**src/rtl/neuron_feeder.sv**
```systemverilog
// Pairs consecutive pixels and presents them with the matching weight pair and bias
// as registered operands. Optional odd-frame zero padding: NEURON_FEEDER_ZERO_PAD_EN.
module neuron_feeder #(
    parameter int DATA_W = 20,
    parameter int NPAIRS = 8,
    parameter int AW     = 3
) (
    input  logic              clk,
    input  logic              rst_n,
    input  logic [DATA_W-1:0] in_pixel,
    input  logic              in_valid,
    input  logic              in_last,
    output logic              in_ready,
    input  logic              wr_en,
    input  logic [AW-1:0]     wr_addr,
    input  logic [DATA_W-1:0] wr_weight1,
    input  logic [DATA_W-1:0] wr_weight2,
    input  logic              bias_wr_en,
    input  logic [DATA_W-1:0] bias_wr_data,
    output logic [DATA_W-1:0] pixel1,
    output logic [DATA_W-1:0] pixel2,
    output logic [DATA_W-1:0] weight1,
    output logic [DATA_W-1:0] weight2,
    output logic [DATA_W-1:0] bias,
    output logic              out_valid,
    input  logic              out_ready,
    output logic              out_last,
    output logic [AW-1:0]     pair_idx,
    output logic [1:0]        fsm_state
);

    localparam int DEPTH = 1 << AW;

`ifdef NEURON_FEEDER_ZERO_PAD_EN
    localparam bit PAD_EN = 1'b1;
`else
    localparam bit PAD_EN = 1'b0;
`endif

    typedef enum logic [1:0] {
        EMPTY = 2'd0,
        HALF  = 2'd1,
        FULL  = 2'd2
    } state_t;

    state_t state, state_next;

    logic [DATA_W-1:0] w1_mem [DEPTH];
    logic [DATA_W-1:0] w2_mem [DEPTH];
    logic [DATA_W-1:0] bias_reg;

    logic          accept, xfer, pad_now;
    logic          load_p1, load_pair, load_pad;
    logic [AW-1:0] idx_next;
    logic          wr_hit;
    logic [DATA_W-1:0] rd_w1, rd_w2, rd_bias;

    // Handshakes: a beat moves on an edge where valid and ready are both high;
    // out_valid stays high with frozen operands until out_ready, and in FULL a new
    // pixel is taken only in the same cycle the held operand set is transferred.
    assign in_ready  = (state == FULL) ? out_ready : 1'b1;
    assign out_valid = (state == FULL);
    assign accept    = in_valid && in_ready;
    assign xfer      = (state == FULL) && out_ready;
    assign pad_now   = PAD_EN && in_last;
    assign fsm_state = state;

    always_comb begin
        idx_next = pair_idx;
        if (xfer) begin
            idx_next = (out_last || pair_idx == AW'(NPAIRS - 1)) ? '0 : pair_idx + 1'b1;
        end
    end

    // A write landing on the same edge that latches the operands is forwarded.
    assign wr_hit  = wr_en && (wr_addr == idx_next);
    assign rd_w1   = wr_hit ? wr_weight1 : w1_mem[idx_next];
    assign rd_w2   = wr_hit ? wr_weight2 : w2_mem[idx_next];
    assign rd_bias = bias_wr_en ? bias_wr_data : bias_reg;

    always_comb begin
        state_next = state;
        load_p1    = 1'b0;
        load_pair  = 1'b0;
        load_pad   = 1'b0;
        case (state)
            EMPTY: begin
                if (accept) begin
                    if (pad_now) begin
                        state_next = FULL;
                        load_pad   = 1'b1;
                    end else begin
                        state_next = HALF;
                        load_p1    = 1'b1;
                    end
                end
            end
            HALF: begin
                if (accept) begin
                    state_next = FULL;
                    load_pair  = 1'b1;
                end
            end
            FULL: begin
                if (xfer) begin
                    if (accept && pad_now) begin
                        state_next = FULL;
                        load_pad   = 1'b1;
                    end else if (accept) begin
                        state_next = HALF;
                        load_p1    = 1'b1;
                    end else begin
                        state_next = EMPTY;
                    end
                end
            end
            default: state_next = EMPTY;
        endcase
    end

    always_ff @(posedge clk or negedge rst_n) begin
        if (!rst_n) begin
            state    <= EMPTY;
            pair_idx <= '0;
        end else begin
            state    <= state_next;
            pair_idx <= idx_next;
        end
    end

    always_ff @(posedge clk or negedge rst_n) begin
        if (!rst_n) begin
            for (int i = 0; i < DEPTH; i++) begin
                w1_mem[i] <= '0;
                w2_mem[i] <= '0;
            end
            bias_reg <= '0;
        end else begin
            if (wr_en) begin
                w1_mem[wr_addr] <= wr_weight1;
                w2_mem[wr_addr] <= wr_weight2;
            end
            if (bias_wr_en) begin
                bias_reg <= bias_wr_data;
            end
        end
    end

    always_ff @(posedge clk or negedge rst_n) begin
        if (!rst_n) begin
            pixel1   <= '0;
            pixel2   <= '0;
            weight1  <= '0;
            weight2  <= '0;
            bias     <= '0;
            out_last <= 1'b0;
        end else begin
            if (load_p1 || load_pad) begin
                pixel1 <= in_pixel;
            end
            if (load_pair || load_pad) begin
                pixel2   <= load_pad ? '0 : in_pixel;
                weight1  <= rd_w1;
                weight2  <= rd_w2;
                bias     <= rd_bias;
                out_last <= load_pad ? 1'b1 : in_last;
            end
        end
    end

endmodule

```
**config.mk**
```make
export PLATFORM = sky130hd
export DESIGN_NAME = neuron_feeder
export DESIGN_NICKNAME = d
export VERILOG_FILES = /design/src/rtl/neuron_feeder.sv
export SDC_FILE = /design/constraint.sdc
export NUM_CORES = 1
export LEC_CHECK = 0
export CELL_PAD_IN_SITES_DETAIL_PLACEMENT = 1
export CELL_PAD_IN_SITES_GLOBAL_PLACEMENT = 2
export CORE_MARGIN = 3
export CORE_UTILIZATION = 41
export CTS_CLUSTER_SIZE = 30
export DETAILED_ROUTE_END_ITERATION = 12
export PLACE_DENSITY_LB_ADDON = 0.2
export SLEW_MARGIN = 10
export SYNTH_ARGS = -nofsm -noshare
export SYNTH_HDL_FRONTEND = slang
export SYNTH_SLANG_ARGS = --single-unit
```
**constraint.sdc**
```tcl
create_clock -name clk -period 2.4 [get_ports clk]
set_input_delay 0.24 -clock clk [delete_from_list [all_inputs] [get_ports clk]]
set_output_delay 0.24 -clock clk [all_outputs]
set_load 0.005 [all_outputs]
```
==> impl_results.md <==
- Synthesized area: 0.01935 mm^2
- Max_slew headroom: 0.5306
- Critical Path AT: 2.77 ns
- Worst-case clock skew: 0.01722 ns
- Via count: 12260
- Fraction of layout cells with a size suffix above 1: 0.1840
- Initial antenna violation count: 3
- Commonest non-fill, non-tap cell in the layout: dfrtp_1
- Root buf cell: clkbuf_16
- Leak: 10.99 nW
- Global-route wire length before repair: 81630 um
- Routed vias/inst: 5.480
- Seq/Total Area, Yosys: 0.5768
- Syn avg cell area: 14.45 um^2
- Crit path from: pair_idx[1]
- DP Area: 0.02285 mm^2
- Antenna-violating nets left: 0
- Final GP Congestion: 0.7363
- Synthesized netlist cell count: 1339
- IO buf count: 197
- TritonCTS clock tree: built
- RSZ-0062 raised after global routing: yes
- Reg-to-reg startpoint: pair_idx[1]
- Worst slew pin tran: 0.7041 ns
- Area of the core: 0.04597 mm^2
- Final Power: 27.92 mW
- Hold Vio Cnt, Final: 0
- Area Overhead vs Synth: 27.85%
- Netlist cell types: 34
- Fin worst setup slack: 0.09075 ns
- Setup crit start kind: register
- GRT met2 Usage: 0.3673
- Detailed Place HPWL: 33240 um
- GRT Residual Overflow: 0
- Cell row count: 78
- Number of global-route vias before repair: 13560
- Die width: 223.2 um
- Crit path max fanout: 14
- Setup violators final: 0
- Total Nets Final: 1692
- Die span in y: 223.2 um
- Total of max-cap violations: 0
- Pin count of the biggest net entering global routing: 78
- DRT Pass-1 Iters: 4
- Initial cell density of the core: 0.4210
- DRT iter0 DRCs: 576
- Residual DRC count: 0
- Commonest cells after routing, fill and taps aside: dfrtp_1 (446), mux2_1 (355), clkdlybuf4s50_1 (196)
- Tmin final: 2.309 ns
- Worst slack at placement: -0.05236 ns
- IO Count: 198
- CTS max path bufs: 3
- Avg WL per Cell: 23.43 um
- CTS buffer count: 49
- FMAX: 433.0 MHz
- Final Cycle Share: 0.9622
- VDD IR max: 0.0005462 V
- Die area: 0.04984 mm^2
- Syn_nets: 1431
- Max H-tree Level: 2
- Met1 usage: 0.2715
- Clock latency on the worst-skew pair: 0.58 ns
- Grt met3 use: 0.03000
- Final Cell Area: 0.02474 mm^2
- Gr usage total: 0.2089
- Slew Limit Fails: 0
- Crit path kind: register to register
- Hold Crit Class: input pin to async pin
- Top Usage Layer GRT: met2
- WP data required: 2.87 ns
- Post-Route WL: 52410 um
- Clk sink count: 446
- Final TNS setup: 0 ns
- Clock transition at path regs: 0.06 ns
- Power per Cell Area: 1128 mW/mm^2
- Crit path capture type: register
- YS warnings: 0
- FF+latch count, synth: 446
- Status: complete, no violations
## power breakdown
part | switching (mW) | internal [mW]
Combinational | 4.33 | 5.23
Sequential | 1.14 | 9.61
Clock | 3.03 | 4.58
Total | 8.50 | 19.4
## path summary, 6_finish.rpt
| check | to | slack (ns) | cells after the start |
|---|---|---|---|
| setup / recovery | weight1[8] | 0.09 | 9 |
| min in group clk | bias_reg[13] | 0.29 | 2 |
| max in group asynchronous | w2_mem[4] | 1.25 | 3 |
| setup reg to reg | weight1[8] | 0.09 | 9 |
| hold reg to reg | w1_mem[139] | 0.48 | 1 |
| hold / removal | bias[2] | 0.24 | 2 |
## final cells by class
type	instances	area, um^2
tap	600	750.7
fill	4413	21230
inverter	3	11.26
sequential	446	11160
clock inverter	16	191.4
clock buffer	71	1441
multi-input combinational	799	7906
timing repair buffer	301	3274
antenna	1	2.502
## cell usage after synthesis
cell type | instances | area (um^2)
o2111ai_1 | 40 | 350.3
dfrtp_1 | 446 | 11160
nand2b_1 | 2 | 12.51
buf_1 | 21 | 78.83
inv_1 | 1 | 3.750
a31oi_1 | 1 | 6.260
inv_2 | 2 | 7.510
and2_1 | 1 | 6.260
nor3_1 | 3 | 15.01
mux2_2 | 86 | 968.4
nand3_1 | 1 | 5.000
nand2_1 | 84 | 315.3
clkbuf_1 | 19 | 71.32
or3_1 | 1 | 6.260
buf_4 | 10 | 75.07
mux2_1 | 355 | 3998
nand4b_1 | 3 | 26.28
mux2_4 | 1 | 15.01
nor2_1 | 5 | 18.77
nor3b_1 | 4 | 30.03
xor2_1 | 1 | 8.760
mux2i_4 | 1 | 22.52
a21o_1 | 1 | 7.510
ha_1 | 2 | 25.02
clkbuf_4 | 3 | 22.52
nand3b_4 | 1 | 20.02
buf_6 | 5 | 56.30
a22oi_1 | 80 | 600.6
nand4_1 | 1 | 6.260
mux2i_1 | 122 | 1221
o21ai_0 | 1 | 5.000
buf_2 | 33 | 165.2
xnor2_1 | 1 | 8.760
and4b_1 | 1 | 10.01
## layer usage
metal  up-vias  routed length (um)
met2       171               26700
met4         4                 832
met1      6582               23240
met3        58                1609
met5         -                  27
li1       5444                   -
## metrics by stage
| stage | hold WS, ns | cells | util |
|---|---|---|---|
| 6_report | 0.2370 | 2237 | 0.5382 |
| 5_1_grt | 0.2717 | 2237 | 0.5382 |
| 4_1_cts | 0.2559 | 2229 | 0.5330 |
| 3_5_place_dp | 0.2993 | 2141 | 0.4970 |
| 3_3_place_gp | 0.3009 | 2141 | 0.4970 |
| 2_1_floorplan | -0.05559 | 1339 | - |
## what timing repair did
action	in CTS	in global routing
hold endpoints to repair	62	0
endpoints found under the setup margin	36	40
buffers inserted	0	6
gates cloned	0	2
pin swaps	0	13
resized for setup	2	30
hold buffers	1	0
## critical path, stage by stage (launching register included)
cell and delay, ns:
dfrtp_1 0.39, ha_2 0.27, nor3b_2 0.15, mux2_4 0.31, xnor2_1 0.18, and4b_2 0.31
buf_4 0.16, clkbuf_16 0.19, a22oi_1 0.16, nand2_1 0.08
## logic make-up (layout without fill, tap and decap cells)
kind of cell / count (synthesis) / in the layout / synth area share
muxes: 565 / 565 / 0.3217
DFF: 446 / 446 / 0.5768
AOI/OAI and AO/OA: 123 / 123 / 0.05011
and+or+nand+nor: 107 / 107 / 0.02438
buffers and inverters: 94 / 391 / 0.02483
adders and majority gates: 2 / 2 / 0.001293
xor gates and xnor gates: 2 / 2 / 0.0009054
other: 0 / 1 / 0
(Power assumes the default switching activity.)
